File: src/rtl/extensor_pkg.sv
// Shared constants for the immediate-extension unit.
//   - modo encodings seen on the decoder interface
//   - states of the prefix sequencer (used only when EXTENSOR_PREFIXO_EN is defined)
package extensor_pkg;

    localparam logic [1:0] MODO_SINAL   = 2'b00;
    localparam logic [1:0] MODO_ZERO    = 2'b01;
    localparam logic [1:0] MODO_PREFIXO = 2'b10;
    localparam logic [1:0] MODO_RES     = 2'b11;

    typedef enum logic {
        OCIOSO  = 1'b0,
        PREFIXO = 1'b1
    } estado_t;

endpackage

File: src/rtl/extensor_imediato_fifo_fila_saida.sv
// fila_saida: PROF x LARG output queue with wrap-around pointers.
// The queue head is kept in its own register so the output is registered
// and simply holds its last value once the queue drains.
// Ports:
//   clock, reset_n   rising-edge clock, asynchronous active-low reset
//   push, dado       write request and data (ignored when full)
//   pop              read request (ignored when empty)
//   cabeca           registered queue head
//   valido           queue non-empty
//   pronta           registered "not full", forced low during reset
module fila_saida #(
    parameter int LARG = 8,
    parameter int PROF = 2
) (
    input  logic            clock,
    input  logic            reset_n,
    input  logic            push,
    input  logic [LARG-1:0] dado,
    input  logic            pop,
    output logic [LARG-1:0] cabeca,
    output logic            valido,
    output logic            pronta
);

    localparam int PTR_W = (PROF > 1) ? $clog2(PROF) : 1;
    localparam int CNT_W = $clog2(PROF + 1);
    localparam logic [CNT_W-1:0] CHEIO = CNT_W'(PROF);
    localparam logic [CNT_W-1:0] VAZIO = {CNT_W{1'b0}};

    logic [LARG-1:0]  mem_r [PROF];
    logic [PTR_W-1:0] wr_r, rd_r, wr_prox_s, rd_prox_s;
    logic [CNT_W-1:0] cont_r, cont_prox_s;
    logic [LARG-1:0]  cabeca_r, cabeca_prox_s;
    logic             pronta_r;
    logic             push_ok_s, pop_ok_s;

    // Pointer increment that wraps modulo PROF (PROF is a power of two).
    function automatic logic [PTR_W-1:0] inc_ptr(input logic [PTR_W-1:0] p);
        if (PROF == 1) begin
            return {PTR_W{1'b0}};
        end else begin
            return p + PTR_W'(1);
        end
    endfunction

    // Next-state for count, pointers and the head register.
    always_comb begin
        push_ok_s     = push & (cont_r != CHEIO);
        pop_ok_s      = pop & (cont_r != VAZIO);
        wr_prox_s     = push_ok_s ? inc_ptr(wr_r) : wr_r;
        rd_prox_s     = pop_ok_s ? inc_ptr(rd_r) : rd_r;
        cabeca_prox_s = cabeca_r;
        case ({push_ok_s, pop_ok_s})
            2'b10:   cont_prox_s = cont_r + CNT_W'(1);
            2'b01:   cont_prox_s = cont_r - CNT_W'(1);
            default: cont_prox_s = cont_r;
        endcase
        // The head register mirrors mem_r[rd_r] whenever the queue is non-empty.
        if (cont_r == VAZIO) begin
            if (push_ok_s) begin
                cabeca_prox_s = dado;
            end else begin
                cabeca_prox_s = cabeca_r;
            end
        end else if (pop_ok_s) begin
            if (cont_r > CNT_W'(1)) begin
                cabeca_prox_s = mem_r[inc_ptr(rd_r)];
            end else if (push_ok_s) begin
                cabeca_prox_s = dado;
            end else begin
                cabeca_prox_s = cabeca_r;
            end
        end else begin
            cabeca_prox_s = cabeca_r;
        end
    end

    // Queue storage, pointers, count and registered status.
    always_ff @(posedge clock or negedge reset_n) begin
        if (!reset_n) begin
            for (int i = 0; i < PROF; i++) begin
                mem_r[i] <= {LARG{1'b0}};
            end
            wr_r     <= {PTR_W{1'b0}};
            rd_r     <= {PTR_W{1'b0}};
            cont_r   <= VAZIO;
            cabeca_r <= {LARG{1'b0}};
            pronta_r <= 1'b0;
        end else begin
            if (push_ok_s) begin
                mem_r[wr_r] <= dado;
            end
            wr_r     <= wr_prox_s;
            rd_r     <= rd_prox_s;
            cont_r   <= cont_prox_s;
            cabeca_r <= cabeca_prox_s;
            pronta_r <= (cont_prox_s != CHEIO);
        end
    end

    assign cabeca = cabeca_r;
    assign valido = (cont_r != VAZIO);
    assign pronta = pronta_r;

endmodule

File: src/rtl/extensor_imediato_fifo.sv
// extensor_imediato_fifo: extends an IN_W-bit immediate to OUT_W bits (sign or
// zero) and queues results in a DEPTH-entry output queue (fila_saida).
// Optional feature macro: EXTENSOR_PREFIXO_EN -- enables the prefix mode where a
// modo=10 beat stores a high half and the following beat supplies the low half.
// Without it, modo=10 behaves as sign extension and prefixo_pendente is 0.
// Ports:
//   clock, reset_n                       clock, asynchronous active-low reset
//   entrada, modo, entrada_valida        immediate beat in
//   entrada_pronta                       registered "queue not full"
//   resultado, resultado_valido          queue head out
//   resultado_pronto                     consumer takes the head
//   prefixo_pendente                     prefix held, waiting for low half
module extensor_imediato_fifo
    import extensor_pkg::*;
#(
    parameter int IN_W  = 5,
    parameter int OUT_W = 8,
    parameter int DEPTH = 2
) (
    input  logic             clock,
    input  logic             reset_n,
    input  logic [IN_W-1:0]  entrada,
    input  logic [1:0]       modo,
    input  logic             entrada_valida,
    output logic             entrada_pronta,
    output logic [OUT_W-1:0] resultado,
    output logic             resultado_valido,
    input  logic             resultado_pronto,
    output logic             prefixo_pendente
);

    logic             aceita_s;
    logic             pop_s;
    logic             push_s;
    logic             sinal_s;
    logic [OUT_W-1:0] ext_simples_s;
    logic [OUT_W-1:0] dado_s;
    logic             pronta_s;
    logic             valido_s;

    assign aceita_s = entrada_valida & pronta_s;
    assign pop_s    = valido_s & resultado_pronto;

    // Single-beat extension; only zero mode clears the fill bits (11 acts as 00).
    always_comb begin
        if (modo != MODO_ZERO) begin
            sinal_s = entrada[IN_W-1];
        end else begin
            sinal_s = 1'b0;
        end
        ext_simples_s = {{(OUT_W-IN_W){sinal_s}}, entrada};
    end

`ifdef EXTENSOR_PREFIXO_EN
    estado_t          estado_r, estado_prox_s;
    logic [IN_W-1:0]  prefixo_r, prefixo_prox_s;
    logic [OUT_W-1:0] ext_prefixo_s;

    // Two-beat value: {prefix, low half} extended to max(2*IN_W, OUT_W), low OUT_W kept.
    if (OUT_W <= 2 * IN_W) begin : g_pref_trunc
        assign ext_prefixo_s = OUT_W'({prefixo_r, entrada});
    end else begin : g_pref_ext
        logic sinal_pref_s;
        assign sinal_pref_s  = (modo != MODO_ZERO) ? prefixo_r[IN_W-1] : 1'b0;
        assign ext_prefixo_s = {{(OUT_W-2*IN_W){sinal_pref_s}}, prefixo_r, entrada};
    end

    // Prefix sequencer next-state and queue push decision.
    always_comb begin
        estado_prox_s  = estado_r;
        prefixo_prox_s = prefixo_r;
        push_s         = 1'b0;
        dado_s         = ext_simples_s;
        if (aceita_s) begin
            case (modo)
                MODO_PREFIXO: begin
                    estado_prox_s  = PREFIXO;
                    prefixo_prox_s = entrada;
                end
                default: begin
                    push_s        = 1'b1;
                    estado_prox_s = OCIOSO;
                    if (estado_r == PREFIXO) begin
                        dado_s = ext_prefixo_s;
                    end else begin
                        dado_s = ext_simples_s;
                    end
                end
            endcase
        end else begin
            estado_prox_s = estado_r;
        end
    end

    // Prefix sequencer state and prefix register.
    always_ff @(posedge clock or negedge reset_n) begin
        if (!reset_n) begin
            estado_r  <= OCIOSO;
            prefixo_r <= {IN_W{1'b0}};
        end else begin
            estado_r  <= estado_prox_s;
            prefixo_r <= prefixo_prox_s;
        end
    end

    assign prefixo_pendente = (estado_r == PREFIXO);
`else
    assign push_s           = aceita_s;
    assign dado_s           = ext_simples_s;
    assign prefixo_pendente = 1'b0;
`endif

    fila_saida #(
        .LARG (OUT_W),
        .PROF (DEPTH)
    ) u_fila (
        .clock   (clock),
        .reset_n (reset_n),
        .push    (push_s),
        .dado    (dado_s),
        .pop     (pop_s),
        .cabeca  (resultado),
        .valido  (valido_s),
        .pronta  (pronta_s)
    );

    assign resultado_valido = valido_s;
    assign entrada_pronta   = pronta_s;

endmodule

File: config.mk
export PLATFORM = sky130hd
export DESIGN_NAME = extensor_imediato_fifo
export DESIGN_NICKNAME = d
export VERILOG_FILES = /design/src/rtl/extensor_pkg.sv /design/src/rtl/extensor_imediato_fifo_fila_saida.sv /design/src/rtl/extensor_imediato_fifo.sv
export SDC_FILE = /design/constraint.sdc
export NUM_CORES = 1
export LEC_CHECK = 0
export CAP_MARGIN = 15
export CORE_MARGIN = 2
export CORE_UTILIZATION = 41
export DETAILED_ROUTE_END_ITERATION = 6
export HOLD_SLACK_MARGIN = 0.05
export PLACE_DENSITY = 0.76
export REMOVE_ABC_BUFFERS = 1
export SKIP_CTS_REPAIR_TIMING = 1
export SYNTH_ARGS = -nofsm -noshare
export SYNTH_HDL_FRONTEND = slang
export SYNTH_SLANG_ARGS = --single-unit
File: constraint.sdc
create_clock -name clock -period 4.5 [get_ports clock]
set_clock_uncertainty 0.2 [all_clocks]
set_input_delay 0.675 -clock clock [delete_from_list [all_inputs] [get_ports clock]]
set_output_delay 0.675 -clock clock [all_outputs]
set_load 0.1 [all_outputs]
; Yosys cells after proc, flatten, opt, wreduce, memory -nomap -nowiden
; Cells that the tools add are included.
[classes]
n_addsub = 4
order_cmp = 4
eq_ne = 5
muxes = 15
bitwise_logic = 6
reduce_logical = 4
[ops]
columns = op, n
row1 = $mux 8, 8
row2 = $bwmux 16, 1
row3 = $demux 8 s1, 1
row4 = $and 1x1->1, 4
row5 = $ge 2x2->1 const B, 2
row6 = $mux 1, 4
row7 = $ne 2x2->1 const B, 2
row8 = $not 1->2, 2
row9 = $pmux 2 s2, 1
row10 = $reduce_bool 2->1, 2
row11 = $add 1x1->1 const B, 2
row12 = $add 2x1->2 const B, 1
row13 = $eq 2x1->1 const B, 1
row14 = $eq 2x2->1 const B, 1
row15 = $gt 2x1->1 const B, 1
row16 = $logic_not 2->1, 1
row17 = $lt 2x1->1 const B, 1
row18 = $ne 2x1->1 const B, 1
row19 = $sub 2x1->2 const B, 1
row20 = $logic_and 1x1->1, 1
[word_totals]
register_bits = 29
inputBits = 11
out_inout_bits = 11
wordCells = 45

; Logic depth before layout (Yosys ltp)
; Gate-level depths: netlist of the first run.
[logic_depth]
word_depth = 12
ltp_mapped = 9

; Cells and area by module
; From an unflattened synthesis of the first run, not the netlist that was laid out.
[unflattened]
cells_unflattened = 115
area_unflattened_um2 = 1560.2
[by_module_without_submodules]
columns = mod, instances, cells_per_inst, area_each_um2, seq_area_each_um2
row1 = fila_saida, 1, 109, 1525.2, 725.7
row2 = extensor_imediato_fifo, 1, 6, 35.0, 0.0

; Least setup slack after synthesis of the first run
; Ideal clock, no wire load.
[synth_path]
kind = reg2reg
from = register u_fila.cont_r[0]
to = register u_fila.pronta_r (netlist: u_fila.pronta)
setup_time_ps = 67
arrival_time_ps = 2308
required_ps = 4233
setup_slack_ps = 1926
path_stages_with_launch = 9
period_less_slack_ps = 2574
cell_sequence = dfrtp_1 -> inv_1 -> ha_1 -> inv_1 -> nand2_1 -> ha_1 -> or2_2 -> o21ai_0 -> nand2b_1
[synth_via]
elab_chain_len = 6
elab_cells_between_ends = 11
classes_between = add/sub: 2 / eq/ne: 4 / mux: 1 / bitwise: 3 / reduce/logical: 1
[synth_rtl]
columns = element, line_no
row1 = from (decl), extensor_imediato_fifo_fila_saida.sv:32  ; logic [CNT_W-1:0] cont_r, cont_prox_s;
row2 = from (signal assigned), extensor_imediato_fifo_fila_saida.sv:95  ; cont_r <= cont_prox_s;
row3 = $reduce_bool 2->1 *, extensor_imediato_fifo_fila_saida.sv:102  ; assign valido = (cont_r != VAZIO);
row4 = net resultado_valido, extensor_imediato_fifo.sv:27  ; output logic resultado_valido,
row5 = $and 1x1->1, extensor_imediato_fifo.sv:42  ; assign pop_s = valido_s & resultado_pronto;
row6 = $and 1x1->1 *, extensor_imediato_fifo_fila_saida.sv:49  ; pop_ok_s = pop & (cont_r != VAZIO);
row7 = $eq 2x1->1 / $eq 2x2->1 (equally long branches), extensor_imediato_fifo_fila_saida.sv:53  ; case ({push_ok_s, pop_ok_s})
row8 = $pmux 2 s2 *, extensor_imediato_fifo_fila_saida.sv:53
row9 = net u_fila.cont_prox_s[0], extensor_imediato_fifo_fila_saida.sv:32
row10 = $ne 2x2->1 *, extensor_imediato_fifo_fila_saida.sv:97  ; pronta_r <= (cont_prox_s != CHEIO);
row11 = to (signal assigned), extensor_imediato_fifo_fila_saida.sv:97
row12 = to (decl), extensor_imediato_fifo_fila_saida.sv:34  ; logic pronta_r;
; Mark *: on every way through the listed nets, which the timed path passes. The rest lies on a longest branch.
; A chain may end at the register's enable or synchronous reset.

; Final worst setup path of the first run
[layout_path]
from = register u_fila.cont_r[1]
to = output resultado_valido
[layout_via]
elab_chain_len = 1
[layout_rtl]
columns = element, line_no
row1 = $reduce_bool 2->1, extensor_imediato_fifo_fila_saida.sv:102
row2 = to (decl), extensor_imediato_fifo.sv:27
; No other way between the ends.

==> results by group, run 1 <==
Final layout
  • Final core occ: 0.511
  • Non-filler cells, final: 162
  • Most common cell after layout, fill and taps aside: dfrtp_1
  • Register area: 626 µm²
  • Area Overhead vs Synth: 20.6%
  • Multi-input logic area: 557 µm²
  • Commonest non-fill, non-tap cells in the layout: 25 x dfrtp_1, 20 x clkdlybuf4s50_1, 15 x mux2_2
  • Share of cells above drive strength 1: 0.194
  • N_diodes: 0
  • Fill count: 272
  • Nets: 146

Setup path
  • R2R depth: 7
  • Startpoint types: flip-flop
  • Crit. End Element: output pin
  • Critical Path Fanout Max: 4
  • Critical Path RT: 3.62 ns
  • R2R Path Start: u_fila.cont_r[0]
  • Crit path DAT: 2.25 ns
  • Crit path kind: flip-flop to output pin
  • R2R setup slack: 2.19 ns
  • Worst r2r dst: u_fila.pronta

Global route
  • Grt total ovfl: 0
  • Antenna violations before repair: 0
  • First-pass GRT wire length: 3.85 mm
  • Overall Global Routing Usage: 0.149
  • Vias in the first global route: 874
  • Pin count of the biggest net entering global routing: 26

Routing
  • WL met1: 982 µm
  • Vias: 852
  • Top sig layer: met4
  • WL/cell: 14.5 µm
  • Met2 Wirelength: 1.25 mm
  • Initial DRC count: 22
  • Drt total wl: 2.35 mm
  • Wire length on met3: 69 µm
  • Via/cell ratio: 5.26
  • Antenna Nets Post-Route: 0
  • DRC: 0
  • Initial DRT Pass Iterations: 4

Floorplanning
  • Num rows: 20
  • CORE AREA: 2980 µm²
  • Die W: 59.5 µm
  • Initial Util: 0.424
  • Top Ports: 22
  • Die area: 3540 µm²
  • Die height: 59.5 µm

STA
  • Final Cycle Share: 0.695
  • Slew at the pin closest to its max-slew limit: 0.969 ns
  • Fin. Hold Viols: 0
  • Slew Viols, Final: 0
  • Count of final setup violators: 0
  • Worst Setup Slack, final: 1.37 ns
  • Fmax: 320 MHz
  • Unrepaired setup endpoints after global routing: false
  • Max-slew headroom: 0.352
  • Tmin final: 3.13 ns
  • Setup tns final: 0 ns

Logic synthesis
  • Seq/Total Area, Yosys: 0.496
  • Ys Warns: 0
  • Synthesized cell area: 1260 µm²
  • Seq cells post-synth: 25
  • Cells after synthesis: 107
  • Post-synth cell types: 26
  • Avg Synthesized Cell Area: 11.8 µm²

Clocking
  • Cts bufs inserted: 3
  • H-tree levels: 1
  • CTS root buf: clkbuf_4
  • Clock slew at reported path FFs: 0.13 ns
  • Worst skew pair latency: 0.32 ns
  • CTS tree: done
  • CTS max path bufs: 2
  • TritonCTS sink count: 25

Worst hold path
  • Min-Delay Path Class: flip-flop to flip-flop
  • Hold endpoint: u_fila.mem_r[4]
  • Worst hold path cell count: 1
  • Min-delay src: u_fila.mem_r[4]

Placement
  • Port-buffer cells: 20
  • RePlAce Congestion: 0.726
  • DP Cell Count: 157
  • Setup WS pre-CTS: 1.73 ns
  • DPL Wire Length: 1.81 mm

Flow run
  • Maxcap violations: 0

Run status
  • Outcome: finished clean
[metal layers]
layer  track usage  vias to the layer above
met5             0                        -
met3        0.0218                        5
li1              -                      419
met1         0.169                      406
met2         0.268                       22
met4        0.0730                        0
[per-stage QoR]
step	hold slack, ns	instance area [µm²]
6_report	0.322	1520
5_1_grt	0.336	1520
4_1_cts	0.324	1510
2_1_floorplan	0.179	1240
3_3_place_gp	0.269	1480
3_5_place_dp	0.292	1480
[synth_stat cells (all sizes together)]
cell type  count  area share
a2111o         1      0.0089
a21oi          1       0.013
and3b          1      0.0079
buf            3       0.019
conb           1      0.0030
dfrtp         25        0.50
ha             5       0.050
inv           15       0.045
mux2          15        0.13
mux2i          7       0.056
nand2          4       0.012
nand2b         1      0.0050
nand4b         6       0.042
nor2           4       0.014
o211ai         1      0.0059
o21ai          5       0.020
o221ai         3       0.021
o22ai          5       0.025
or2            1      0.0050
or3b           1      0.0069
xnor2          1      0.0069
xor2           1      0.0069
[state kept, by name, summed over array words and instances, names as in the netlist]
register       cells
u_fila.mem_r      12
u_fila.cabeca      8
u_fila.cont_r      2
u_fila.rd_r        1
u_fila.pronta      1
u_fila.wr_r        1
[worst max-delay path by stage]
stage / from / endpoint / slack (ns) / depth (start not counted)
final: u_fila.cont_r[1] / resultado_valido / 1.37 / 4
after global routing: u_fila.cont_r[0] / resultado_valido / 1.28 / 4
after CTS: u_fila.cont_r[0] / resultado_valido / 1.36 / 4
after detailed placement: u_fila.cont_r[0] / resultado_valido / 1.73 / 4
after global placement: u_fila.cont_r[0] / resultado_valido / 1.79 / 4
after floorplan: u_fila.cont_r[0] / u_fila.pronta / 1.93 / 8
[area by class of cell]
cell class | count | share of cell area
clock buffer | 3 | 0.0148
clock inverter | 1 | 0.00329
inverter | 15 | 0.0370
multi-input combinational | 64 | 0.366
sequential | 25 | 0.411
tap | 33 | 0.0271
timing repair buffer | 21 | 0.141
[cells by family after synthesis]
logic type / count (synthesis) / share of synthesized area
AO/OA/AOI/OAI: 16 / 0.0932
XOR/XNOR: 2 / 0.0139
adder cells (fa/ha/maj): 5 / 0.0496
buffers and inverters: 18 / 0.0634
flip-flops: 25 / 0.496
multiplexers: 22 / 0.189
other: 1 / 0.00297
AND/OR/NAND/NOR: 18 / 0.0922
[worst max-delay path, cell delays in order, from the launching register on]
cell and delay, ns:
dfrtp_1 0.41, inv_1 0.09, ha_1 0.22, inv_1 0.08, clkdlybuf4s50_1 1.13
Power of run 1 is not shown: default switching activity piles up to over one toggle a cycle in this logic, so the estimate is an artifact.
==> run 2: changes to the inputs <==
--- a/config.mk
+++ b/config.mk
@@ -10,7 +10,7 @@
 export CORE_UTILIZATION = 41
 export DETAILED_ROUTE_END_ITERATION = 6
 export HOLD_SLACK_MARGIN = 0.05
-export PLACE_DENSITY = 0.76
+export PLACE_DENSITY = 0.78
 export REMOVE_ABC_BUFFERS = 1
 export SKIP_CTS_REPAIR_TIMING = 1
 export SYNTH_ARGS = -nofsm -noshare
==> constraint.sdc (replaced) <==
create_clock -name clock -period 2.65 [get_ports clock]
set_clock_uncertainty 0.2 [all_clocks]
set_input_delay 0.3975 -clock clock [delete_from_list [all_inputs] [get_ports clock]]
set_output_delay 0.3975 -clock clock [all_outputs]
set_load 0.1 [all_outputs]
==> run 2 against run 1 <==
Utilization shrank 0.84 points. Critical endpoint is now u_fila.pronta. Cell area shrank 1.6%. Setup slack lost 0.92 ns. Critical path type is now flip-flop to flip-flop. First-iteration DRC count shrank 23%. Flip-flop and latch count is the same. Highest routed layer unchanged. Global-route usage shrank 1.4 points. Routed wire length shrank 6.9%. Non-clock buffer count grew 1. Count of clock-buffer cells in the layout is the same. Via count grew 0.70%.
==> results by group, run 2 (synthesized netlist as in run 1, its figures left out) <==
Run status
  • Outcome: finished clean

Routing
  • Initial DRC count: 17
  • DRC: 0
  • Initial DRT Pass Iterations: 4
  • Via/cell ratio: 5.26
  • Drt total wl: 2.19 mm
  • Vias: 858
  • WL/cell: 13.4 µm
  • Antenna Nets Post-Route: 0

Setup path
  • Crit. End Element: flip-flop
  • Critical Path Fanout Max: 7
  • Crit path DAT: 2.25 ns
  • CP bufs+invs: 1
  • Crit path kind: flip-flop to flip-flop
  • R2R Path Start: u_fila.cont_r[0]
  • Worst path slowest cell: dfrtp_1
  • Critical Path Start: u_fila.cont_r[0]
  • CP delay by family, top: simple AND/OR/NAND/NOR gates
  • Slowest stage delay, CP: 0.43 ns
  • Most numerous cell on the critical path: ha_1
  • Critical Path RT: 2.71 ns
  • CP Cell Sequence: inv_1 -> ha_1 -> and3b_2 -> ha_1 -> or2_2 -> o21ai_0 -> nand2b_1
  • R2R setup slack: 0.46 ns
  • Startpoint types: flip-flop

Clocking
  • CTS root buf: clkbuf_4
  • CTS max path bufs: 2
  • Cts bufs inserted: 3
  • CTS tree: done
  • Clock slew at reported path FFs: 0.13 ns
  • Worst skew pair latency: 0.32 ns
  • TritonCTS sink count: 25
  • H-tree levels: 1

Final layout
  • Largest register FFs: 12
  • Register with the most flip-flops: u_fila.mem_r
  • Nets: 147
  • Non-filler cells, final: 163
  • Most common cell after layout, fill and taps aside: dfrtp_1
  • N_diodes: 0
  • Area Overhead vs Synth: 18.6%
  • Commonest non-fill, non-tap cells in the layout: 25 x dfrtp_1, 15 x mux2_2, 14 x inv_1
  • Share of cells above drive strength 1: 0.277

STA
  • Setup tns final: 0 ns
  • Slew at the pin closest to its max-slew limit: 0.547 ns
  • Fmax: 456 MHz
  • Count of final setup violators: 0
  • Fin. Hold Viols: 0
  • Final Cycle Share: 0.827
  • Tmin final: 2.19 ns
  • Max-slew headroom: 0.634
  • Unrepaired setup endpoints after global routing: false
  • Slew Viols, Final: 0

Global route
  • Vias in the first global route: 804
  • Grt total ovfl: 0
  • First-pass GRT wire length: 3.59 mm
  • Overall Global Routing Usage: 0.135
  • Antenna violations before repair: 0
  • Pin count of the biggest net entering global routing: 26

Placement
  • DPL Wire Length: 1.68 mm
  • Port-buffer cells: 20
  • RePlAce Congestion: 0.812
  • DP Cell Count: 159

Floorplanning
  • Num rows: 20
  • CORE AREA: 2980 µm²
  • Top Ports: 22
  • Die area: 3540 µm²
  • Die height: 59.5 µm
  • Die W: 59.5 µm
  • Initial Util: 0.424

Flow run
  • Maxcap violations: 0

Worst hold path
  • Min-Delay Path Class: primary input to async pin
-- run 2: cell types whose count changed in the layout (fill, tap and decap cells not counted), sizes merged --
cell,previous run,this run
clkdlybuf4s50,20,10
buf,1,12
-- run 2: through the flow --
stage	setup WS, ns	util	hold WS (ns)	cell area, µm²
2_1_floorplan	0.0756	-	-0.0981	1240
3_3_place_gp	0.426	0.494	0.264	1470
3_5_place_dp	0.393	0.494	0.272	1470
4_1_cts	0.449	0.503	0.222	1500
5_1_grt	0.318	0.503	0.233	1500
6_report	0.458	0.503	0.210	1500
-- run 2: final cells by class --
class                   instances  area (µm²)
fillers                       267        1480
flip-flops and latches         25         626
multi-input cells              64         557
repair buffers                 22         190
inverters                      15        56.3
well taps                      33        41.3
clock buffers                   3        22.5
clock inverters                 1        5.00
-- run 2: path summary, 6_finish.rpt --
path                                    end  cells after the start
max                           u_fila.pronta                      7
min                        u_fila.cabeca[3]                      2
max reg2reg                   u_fila.pronta                      7
min reg2reg                 u_fila.mem_r[6]                      2
max in group asynchronous   u_fila.mem_r[1]                      2
min in group clock          u_fila.mem_r[6]                      2
-- run 2: worst reg2reg max path: cells and delay by family, from the launching register on --
family | cells | cell delay [ns]
AO/OA/AOI/OAI | 1 | 0.18
adder cells (fa/ha/maj) | 2 | 0.55
flip-flops | 1 | 0.43
buffers and inverters | 1 | 0.10
AND/OR/NAND/NOR | 3 | 0.69
-- run 2: layer usage --
layer | wire [µm] | up-vias | share of wire | GRT usage
li1 | - | 423 | - | -
met1 | 997 | 416 | 0.46 | 0.174
met2 | 1110 | 17 | 0.51 | 0.229
met3 | 70 | 2 | 0.032 | 0.0262
met4 | 10 | 0 | 0.0046 | 0.0381
met5 | 0 | - | 0 | 0
Power of run 2 is left out for the same reason.
